--- src/rtl/raw_demosaic_ctrl.sv ---
// Bayer RAW demosaic timing controller: tracks vsync/href framing, produces per-pixel
// line/point/phase/border tags one cycle after the sampled href, and flags length errors.
module raw_demosaic_ctrl #(
    parameter logic [10:0] IMG_HDISP = 11'd640,
    parameter logic [10:0] IMG_VDISP = 11'd480
) (
    input  logic        clk,
    input  logic        rst_n,
    input  logic        per_frame_vsync,
    input  logic        per_frame_href,
    input  logic        cfg_enable,
    input  logic [1:0]  cfg_bayer_pattern,
    input  logic        err_clr,
    output logic        ctl_valid,
    output logic [10:0] ctl_line,
    output logic [10:0] ctl_point,
    output logic [1:0]  ctl_phase,
    output logic        ctl_border,
    output logic        frame_start,
    output logic        frame_done,
    output logic        err_hlen,
    output logic        err_vlen
);
    localparam int unsigned CW = 11;

    localparam logic [1:0] IDLE    = 2'd0;
    localparam logic [1:0] WAIT_VS = 2'd1;
    localparam logic [1:0] FRAME   = 2'd2;
    localparam logic [1:0] LINE    = 2'd3;

    logic [1:0]    state;
    logic [1:0]    next_state;
    logic          vs_r;
    logic          hs_r;
    logic [CW-1:0] pix_cnt;
    logic [CW-1:0] line_cnt;
    logic [CW-1:0] lines_next;
    logic [1:0]    pat;
    logic          in_frame;
    logic          start;
    logic          pix_take;
    logic          pix_ok;
    logic          line_end;
    logic          frame_end;

    function automatic logic [CW-1:0] sat_inc(input logic [CW-1:0] v);
        return (v == {CW{1'b1}}) ? v : v + CW'(1);
    endfunction

    // Next state and per-cycle event strobes; a low enable overrides everything.
    always_comb begin
        next_state = state;
        in_frame   = 1'b0;
        start      = 1'b0;
        line_end   = 1'b0;
        case (state)
            IDLE: begin
                if (cfg_enable) next_state = WAIT_VS;
            end
            WAIT_VS: begin
                if (per_frame_vsync && !vs_r) begin
                    next_state = FRAME;
                    start      = 1'b1;
                end
            end
            FRAME: begin
                in_frame = 1'b1;
                if (!per_frame_vsync)    next_state = WAIT_VS;
                else if (per_frame_href) next_state = LINE;
            end
            LINE: begin
                in_frame = 1'b1;
                line_end = hs_r && (!per_frame_vsync || !per_frame_href);
                if (!per_frame_vsync)     next_state = WAIT_VS;
                else if (!per_frame_href) next_state = FRAME;
            end
            default: next_state = IDLE;
        endcase
        pix_take  = in_frame && per_frame_vsync && per_frame_href;
        frame_end = in_frame && !per_frame_vsync;
        if (!cfg_enable) begin
            next_state = IDLE;
            start      = 1'b0;
            line_end   = 1'b0;
            pix_take   = 1'b0;
            frame_end  = 1'b0;
        end
        lines_next = line_end ? sat_inc(line_cnt) : line_cnt;
        pix_ok     = pix_take && (pix_cnt < IMG_HDISP) && (line_cnt < IMG_VDISP);
    end

    always_ff @(posedge clk or negedge rst_n) begin
        if (!rst_n) state <= IDLE;
        else        state <= next_state;
    end

    always_ff @(posedge clk or negedge rst_n) begin
        if (!rst_n) begin
            vs_r <= 1'b0;
            hs_r <= 1'b0;
        end else begin
            vs_r <= per_frame_vsync;
            hs_r <= per_frame_href;
        end
    end

    // Counters, latched pattern and registered pixel tags.
    always_ff @(posedge clk or negedge rst_n) begin
        if (!rst_n) begin
            pix_cnt     <= '0;
            line_cnt    <= '0;
            pat         <= 2'b00;
            ctl_valid   <= 1'b0;
            ctl_line    <= '0;
            ctl_point   <= '0;
            ctl_phase   <= 2'b00;
            ctl_border  <= 1'b0;
            frame_start <= 1'b0;
            frame_done  <= 1'b0;
        end else begin
            pix_cnt     <= pix_take ? sat_inc(pix_cnt) : '0;
            frame_start <= start;
            frame_done  <= frame_end;
            ctl_valid   <= pix_ok;
            ctl_border  <= pix_ok && ((line_cnt == '0) || (line_cnt == IMG_VDISP - 11'd1) ||
                                      (pix_cnt == '0) || (pix_cnt == IMG_HDISP - 11'd1));
            if (start) pat <= cfg_bayer_pattern;
            if (start || !cfg_enable) line_cnt <= '0;
            else                      line_cnt <= lines_next;
            // Out-of-range pixels leave the last valid tags in place.
            if (pix_ok) begin
                ctl_line  <= line_cnt;
                ctl_point <= pix_cnt;
                ctl_phase <= {line_cnt[0] ^ pat[1], pix_cnt[0] ^ pat[0]};
            end
        end
    end

    // Sticky error flags; a set in the same cycle as err_clr takes priority.
    always_ff @(posedge clk or negedge rst_n) begin
        if (!rst_n) begin
            err_hlen <= 1'b0;
            err_vlen <= 1'b0;
        end else begin
            if (line_end && (pix_cnt != IMG_HDISP))       err_hlen <= 1'b1;
            else if (err_clr)                              err_hlen <= 1'b0;
            if (frame_end && (lines_next != IMG_VDISP))    err_vlen <= 1'b1;
            else if (err_clr)                              err_vlen <= 1'b0;
        end
    end

endmodule
--- config.mk ---
export PLATFORM = sky130hd
export DESIGN_NAME = raw_demosaic_ctrl
export DESIGN_NICKNAME = d
export VERILOG_FILES = /design/src/rtl/raw_demosaic_ctrl.sv
export SDC_FILE = /design/constraint.sdc
export NUM_CORES = 1
export LEC_CHECK = 0
export ABC_AREA = 1
export BUFFER_PORTS_ARGS = -buffer_cell sky130_fd_sc_hd__buf_2
export CAP_MARGIN = 10
export CORE_UTILIZATION = 45
export DETAILED_ROUTE_END_ITERATION = 10
export PLACE_DENSITY_LB_ADDON = 0.08
export RECOVER_POWER = 25
export SYNTH_ARGS = -nofsm -noshare
export SYNTH_HDL_FRONTEND = slang
export SYNTH_SLANG_ARGS = --single-unit
--- constraint.sdc ---
create_clock -name clk -period 3.9 [get_ports clk]
set_input_delay 0.78 -clock clk [delete_from_list [all_inputs] [get_ports clk]]
set_output_delay 0.78 -clock clk [all_outputs]
set_load 0.05 [all_outputs]
## After elaboration in Yosys (flattened, before gate mapping)

Cells that the tools add are included.

| word-level totals | value |
|---|---|
| logic and storage cells | 83 |
| bits of input ports | 8 |
| bits in registers | 58 |

| cells by class | value |
|---|---|
| equality and inequality tests | 13 |
| bitwise operators | 2 |
| reduce and logical (&&, ||, !) cells | 26 |
| add/subtract/negate cells | 2 |
| magnitude comparators | 2 |
| muxes and demuxes | 23 |

Operators by type and width:

| cell | count |
|---|---|
| 11-bit 2-to-1 mux | 5 |
| 11-bit by 1-bit adder with 11-bit output, second input constant | 2 |
| 11-bit == test, second input constant | 2 |
| 11-bit logical NOT | 2 |
| 2-bit 2-to-1 mux | 6 |
| 11-bit by 10-bit == test with 1-bit output, second input constant | 1 |
| 11-bit by 9-bit == test with 1-bit output, second input constant | 1 |
| 11-bit by 10-bit < comparator with 1-bit output, second input constant | 1 |
| 11-bit by 9-bit < comparator with 1-bit output, second input constant | 1 |
| 1-bit 2-to-1 mux | 11 |
| 11-bit by 10-bit != test with 1-bit output, second input constant | 1 |
| 11-bit by 9-bit != test with 1-bit output, second input constant | 1 |
| 1-bit logical AND | 10 |
| 4-bit != test, second input constant | 2 |
| 2-bit case mux with 4 select lines | 1 |
| 1-bit logical OR | 5 |
| 2-bit == test, second input constant | 2 |
| 1-bit logical NOT | 4 |
| 2-bit nonzero test | 2 |
| 3-bit != test, second input constant | 1 |
| 3-bit AND reduction | 1 |
| 2-bit by 1-bit == test with 1-bit output, second input constant | 1 |
| 2-bit logical NOT | 1 |
| 2-bit != test, second input constant | 1 |
| 2 further kinds | 3 |

## Logic depth before layout (Yosys ltp)

| logic depth | value |
|---|---|
| word-level depth | 9 |
| depth in mapped cells | 12 |

## Least setup slack after synthesis

Ideal clock, no wire load.

| path | value |
|---|---|
| path type | input -> register |
| start | in per_frame_vsync |
| end | reg err_vlen |
| required time | 3.782 ns |
| cell stages on the path | 11 |
| data arrival time | 1.744 ns |
| setup slack | 2.038 ns |
| path buffers | 1 |
| path through | nand2_1 nand2_1 nor2_4 buf_6 nand4_1 nand3_1 nand2_1 nor2_1 nand3_1 nand2_1 nand2_1 |

| between the ends | value |
|---|---|
| cells in the longest elaborated chain, start to end | 9 |
| elaborated cells on any way between the ends | 12 |
| classes of those cells | eq/ne (1); mux (5); reduce/logical (6) |

Ends and longest elaborated chain:

| element | RTL line | text |
|---|---|---|
| start, declared | 9 | `input logic per_frame_vsync,` |
| 1-bit logical NOT (*) | 73, 80 |  |
| 1-bit logical OR | 73 | `line_end = hs_r && (!per_frame_vsync \|\| !per_frame_href);` |
| 1-bit logical AND | 73 |  |
| 1-bit 2-to-1 mux | 56 | `case (state)` |
| 1-bit 2-to-1 mux | 81 | `if (!cfg_enable) begin` |
| 11-bit 2-to-1 mux | 88 | `lines_next = line_end ? sat_inc(line_cnt) : line_cnt;` |
| 11-bit by 9-bit != test with 1-bit output | 147 | `if (frame_end && (lines_next != IMG_VDISP)) err_vlen <= 1'b1;` |
| 1-bit logical AND (*) | 147 |  |
| 1-bit 2-to-1 mux or 2-bit nonzero test (tied branches) | -- |  |
| end signal, assigned | 143 | `err_vlen <= 1'b0;` |
| end signal, assigned | 147 |  |
| end signal, assigned | 148 | `else if (err_clr) err_vlen <= 1'b0;` |
| end, declared | 22 | `output logic err_vlen` |

Mark *: on every way between the ends. The rest lies on a longest branch, timed or not.
A chain may end at the register's enable or synchronous reset.

## Worst setup path after layout

| path | value |
|---|---|
| start | in cfg_enable |
| end | reg ctl_line[5] |

| between the ends | value |
|---|---|
| cells in the longest elaborated chain, start to end | 3 |

Ends and longest elaborated chain:

| element | RTL line | text |
|---|---|---|
| start, declared | 11 | `input logic cfg_enable,` |
| 1-bit 2-to-1 mux | 81 |  |
| 1-bit logical AND (2 in a row) | 89 | `pix_ok = pix_take && (pix_cnt < IMG_HDISP) && (line_cnt < IMG_VDISP);` |
| via pix_ok | 42 | `logic pix_ok;` |
| end signal, assigned | 132 | `ctl_line <= line_cnt;` |
| end, declared | 15 | `output logic [10:0] ctl_line,` |

The timed path passes the listed nets, and every way through them passes these cells.

==> results.json <==
{
  "fmax_mhz": 395.7,
  "status": "finished, violations left",
  "syn_area_sq_um": 2764,
  "cts_setup_buffers": 0,
  "setup_violations": 0,
  "relSlewSlack_pct": -16.43,
  "cts.sinks": 58,
  "chipWidth_microns": 80.37,
  "numCtsBuffers": 9,
  "power.internal_w": 0.001107,
  "firstDrtPassIters": 5,
  "swShare_pct": 33.43,
  "rsz0062_at_grt": "no",
  "drive_gt1_share_pct": 15.93,
  "fin_crit_ns": 2.527,
  "drt-total-wl_microns": 6091,
  "drcViolationCount": 0,
  "syn_area_per_cell_sq_um": 8.250,
  "violations": "capacitance limit, slew limit",
  "seqPwrFrac_pct": 42.7,
  "comb_power_share_pct": 19.8,
  "grt.total_usage_pct": 21.48,
  "hpwl_microns": 4598,
  "worst_pin_slew_ns": 1.746,
  "drt_iter0_drc": 212,
  "ios": 38,
  "syn_to_final_growth_pct": 17.20,
  "synthFlopType": "dfrtp_1",
  "syn_inst": 335,
  "core-area_sq_um": 5921,
  "port_buffers": 37,
  "cap_violations": 1,
  "final_nets": 390,
  "clk_pin_slew_worst_paths_ns": 0.07,
  "ctsResizeCount": 0,
  "maxSlewViolCount": 35,
  "clkPwrFrac_pct": 37.5,
  "synth_nets": 347,
  "p_leak_nw": 1.581,
  "postCtsHoldBufs": 0,
  "n_antenna_cell": 0,
  "gp_congestion": 0.8506,
  "num_rows": 28,
  "finalHoldWorstSlack_ns": 0.4864,
  "skew_ns": 0.007811,
  "synth_area_leaders": "dfrtp_1 (53%), nand2_1 (11%), inv_1 (5.2%), nor2_1 (5.0%), nand3_1 (4.0%)",
  "hold_violations": 0,
  "synthTopCellsByCount": "nand2_1 (84), dfrtp_1 (58), inv_1 (38), nor2_1 (37), nand3_1 (22)",
  "ir_drop_uv": 308.8,
  "synth_top_area_share_pct": 52.51,
  "grt_max_degree": 35,
  "fillCellCount": 546,
  "vias": 2366,
  "worstHoldPathType": "flop to flop",
  "ys_async_sr_fraction_pct": 100.0,
  "crit_required_ns": 4.13,
  "cts_buffer_depth": 2,
  "yosysUniqueCellTypes": 31,
  "grt_overflow": 0,
  "synth_warnings": 0,
  "critical_path_arrival_ns": 2.76,
  "cts_root_buf": "clkbuf_8",
  "die_h_microns": 80.37,
  "cp-start-kind": "input pin",
  "dp_slack_ns": 1.103,
  "path_max_fanout": 20,
  "yosysTopAreaCell": "dfrtp_1",
  "antenna_found_initial": 0,
  "grt_pass1_vias": 2149,
  "ys_ff_latch": 58,
  "cts_tree": "yes",
  "post_drt_wl_per_cell_microns": 13.30,
  "grt_pass1_wl_microns": 10320,
  "synth_edf_count": 0,
  "dieArea_sq_um": 6459,
  "initial_core_util_pct": 46.68,
  "yosysMostFrequentCell": "nand2_1",
  "clk_latency_ns": 0.33,
  "post-route-period-util_pct": 64.81,
  "h-tree-depth": 3,
  "netSwitchingPower_w": 0.0005558,
  "ant_nets": 0,
  "fin_ws_ns": 1.373,
  "worstSetupPathType": "input pin to flop",
  "end_kind": "flop",
  "setup_tns_ns": 0,
  "p_per_area_nw_per_um2": 513.2,
  "utilization_pct": 54.71,
  "yosysSeqAreaShare_pct": 52.51,
  "viasPerCell": 5.166
}
## stage by stage
step / power, W / instances / cell area, sq um
2_1_floorplan: 0.0009614 / 335 / 2764
6_report: 0.001662 / 458 / 3239
3_5_place_dp: 0.001055 / 442 / 3018
4_1_cts: 0.001686 / 458 / 3244
5_1_grt: 0.001741 / 458 / 3239
3_3_place_gp: 0.001052 / 442 / 3018
## sequential cells by signal (all words and copies together) (netlist names), 2 cells and up
register	count
ctl_line	11
ctl_point	11
line_cnt	11
pix_cnt	11
ctl_phase	2
pat	2
state	2
## per-layer routing
layer	vias to the layer above	global-route usage [%]	share of wire (%)
li1	1183	-	-
met1	1085	29.99	47
met2	87	32.03	46
met3	11	4.091	5.4
met4	0	10.00	1.9
met5	-	0	0
## area by class of cell
cell class / count / area [sq um] / share of cell area, %
Sequential cell: 58 / 1451 / 44.80
Timing Repair Buffer: 39 / 195.2 / 6.025
Clock inverter: 7 / 102.6 / 3.167
Tap cell: 75 / 93.84 / 2.897
Clock buffer: 9 / 123.9 / 3.824
Multi-Input combinational cell: 228 / 1115 / 34.41
Inverter: 42 / 157.7 / 4.867
## logic make-up after synthesis
kind of cell / after synthesis / synth area share, %
flip-flops: 58 / 52.51
AND/OR/NAND/NOR: 171 / 27.48
buffers and inverters: 49 / 7.152
adder cells (fa/ha/maj): 4 / 1.811
XOR/XNOR: 5 / 1.585
AO/OA/AOI/OAI: 48 / 9.461
## placed cells by master (no fill, tap or decap), drive strengths merged
cell / netlist / final
nand2: 84 / 84
dfrtp: 58 / 58
inv: 41 / 42
nor2: 39 / 39
buf: 6 / 35
o21ai: 30 / 30
nand3: 25 / 25
clkbuf: 1 / 13
nand4: 10 / 10
a21oi: 9 / 9
nor3: 7 / 7
ha: 4 / 4
clkinv: 1 / 4
a31oi: 3 / 3
xnor2: 3 / 3
nor4: 3 / 3
o31ai: 2 / 2
xor2: 2 / 2
bufinv: 0 / 2
or2: 1 / 1
and2: 1 / 1
nand3b: 1 / 1
o41ai: 1 / 1
o211ai: 1 / 1
a211oi: 1 / 1
o221ai: 1 / 1
clkinvlp: 0 / 1
## power by group through the flow
stage | clock, W | combinational, W | sequential (W)
finish | 0.000624 | 0.000329 | 0.000709
global placement | 0 | 0.000331 | 0.000721
CTS | 0.000641 | 0.000335 | 0.000710
global route | 0.000662 | 0.000360 | 0.000718
detailed placement | 0 | 0.000335 | 0.000721
floorplan | 0 | 0.000109 | 0.000852
## path summary, 6_finish.rpt
kind | from | to | slack [ns] | depth (start not counted)
setup / recovery | cfg_enable | ctl_line[5] | 1.37 | 10
hold / removal | ctl_point[0] | ctl_point[0] | 0.49 | 2
setup reg to reg | state[1] | ctl_line[5] | 1.60 | 9
hold reg to reg | ctl_point[0] | ctl_point[0] | 0.49 | 2
max in group asynchronous | rst_n | pat[1] | 1.84 | 2
min in group asynchronous | rst_n | ctl_line[2] | 0.90 | 1
## critical path, cell delays in order
cell,delay [ns]
clkbuf_1,0.23
nand2_1,0.12
nor2_1,0.52
inv_2,0.12
nor2_1,0.13
nand2_1,0.35
inv_2,0.30
nand2_1,0.07
o21ai_0,0.09
inv_1,0.05
Power figures use the tool's default switching activity.
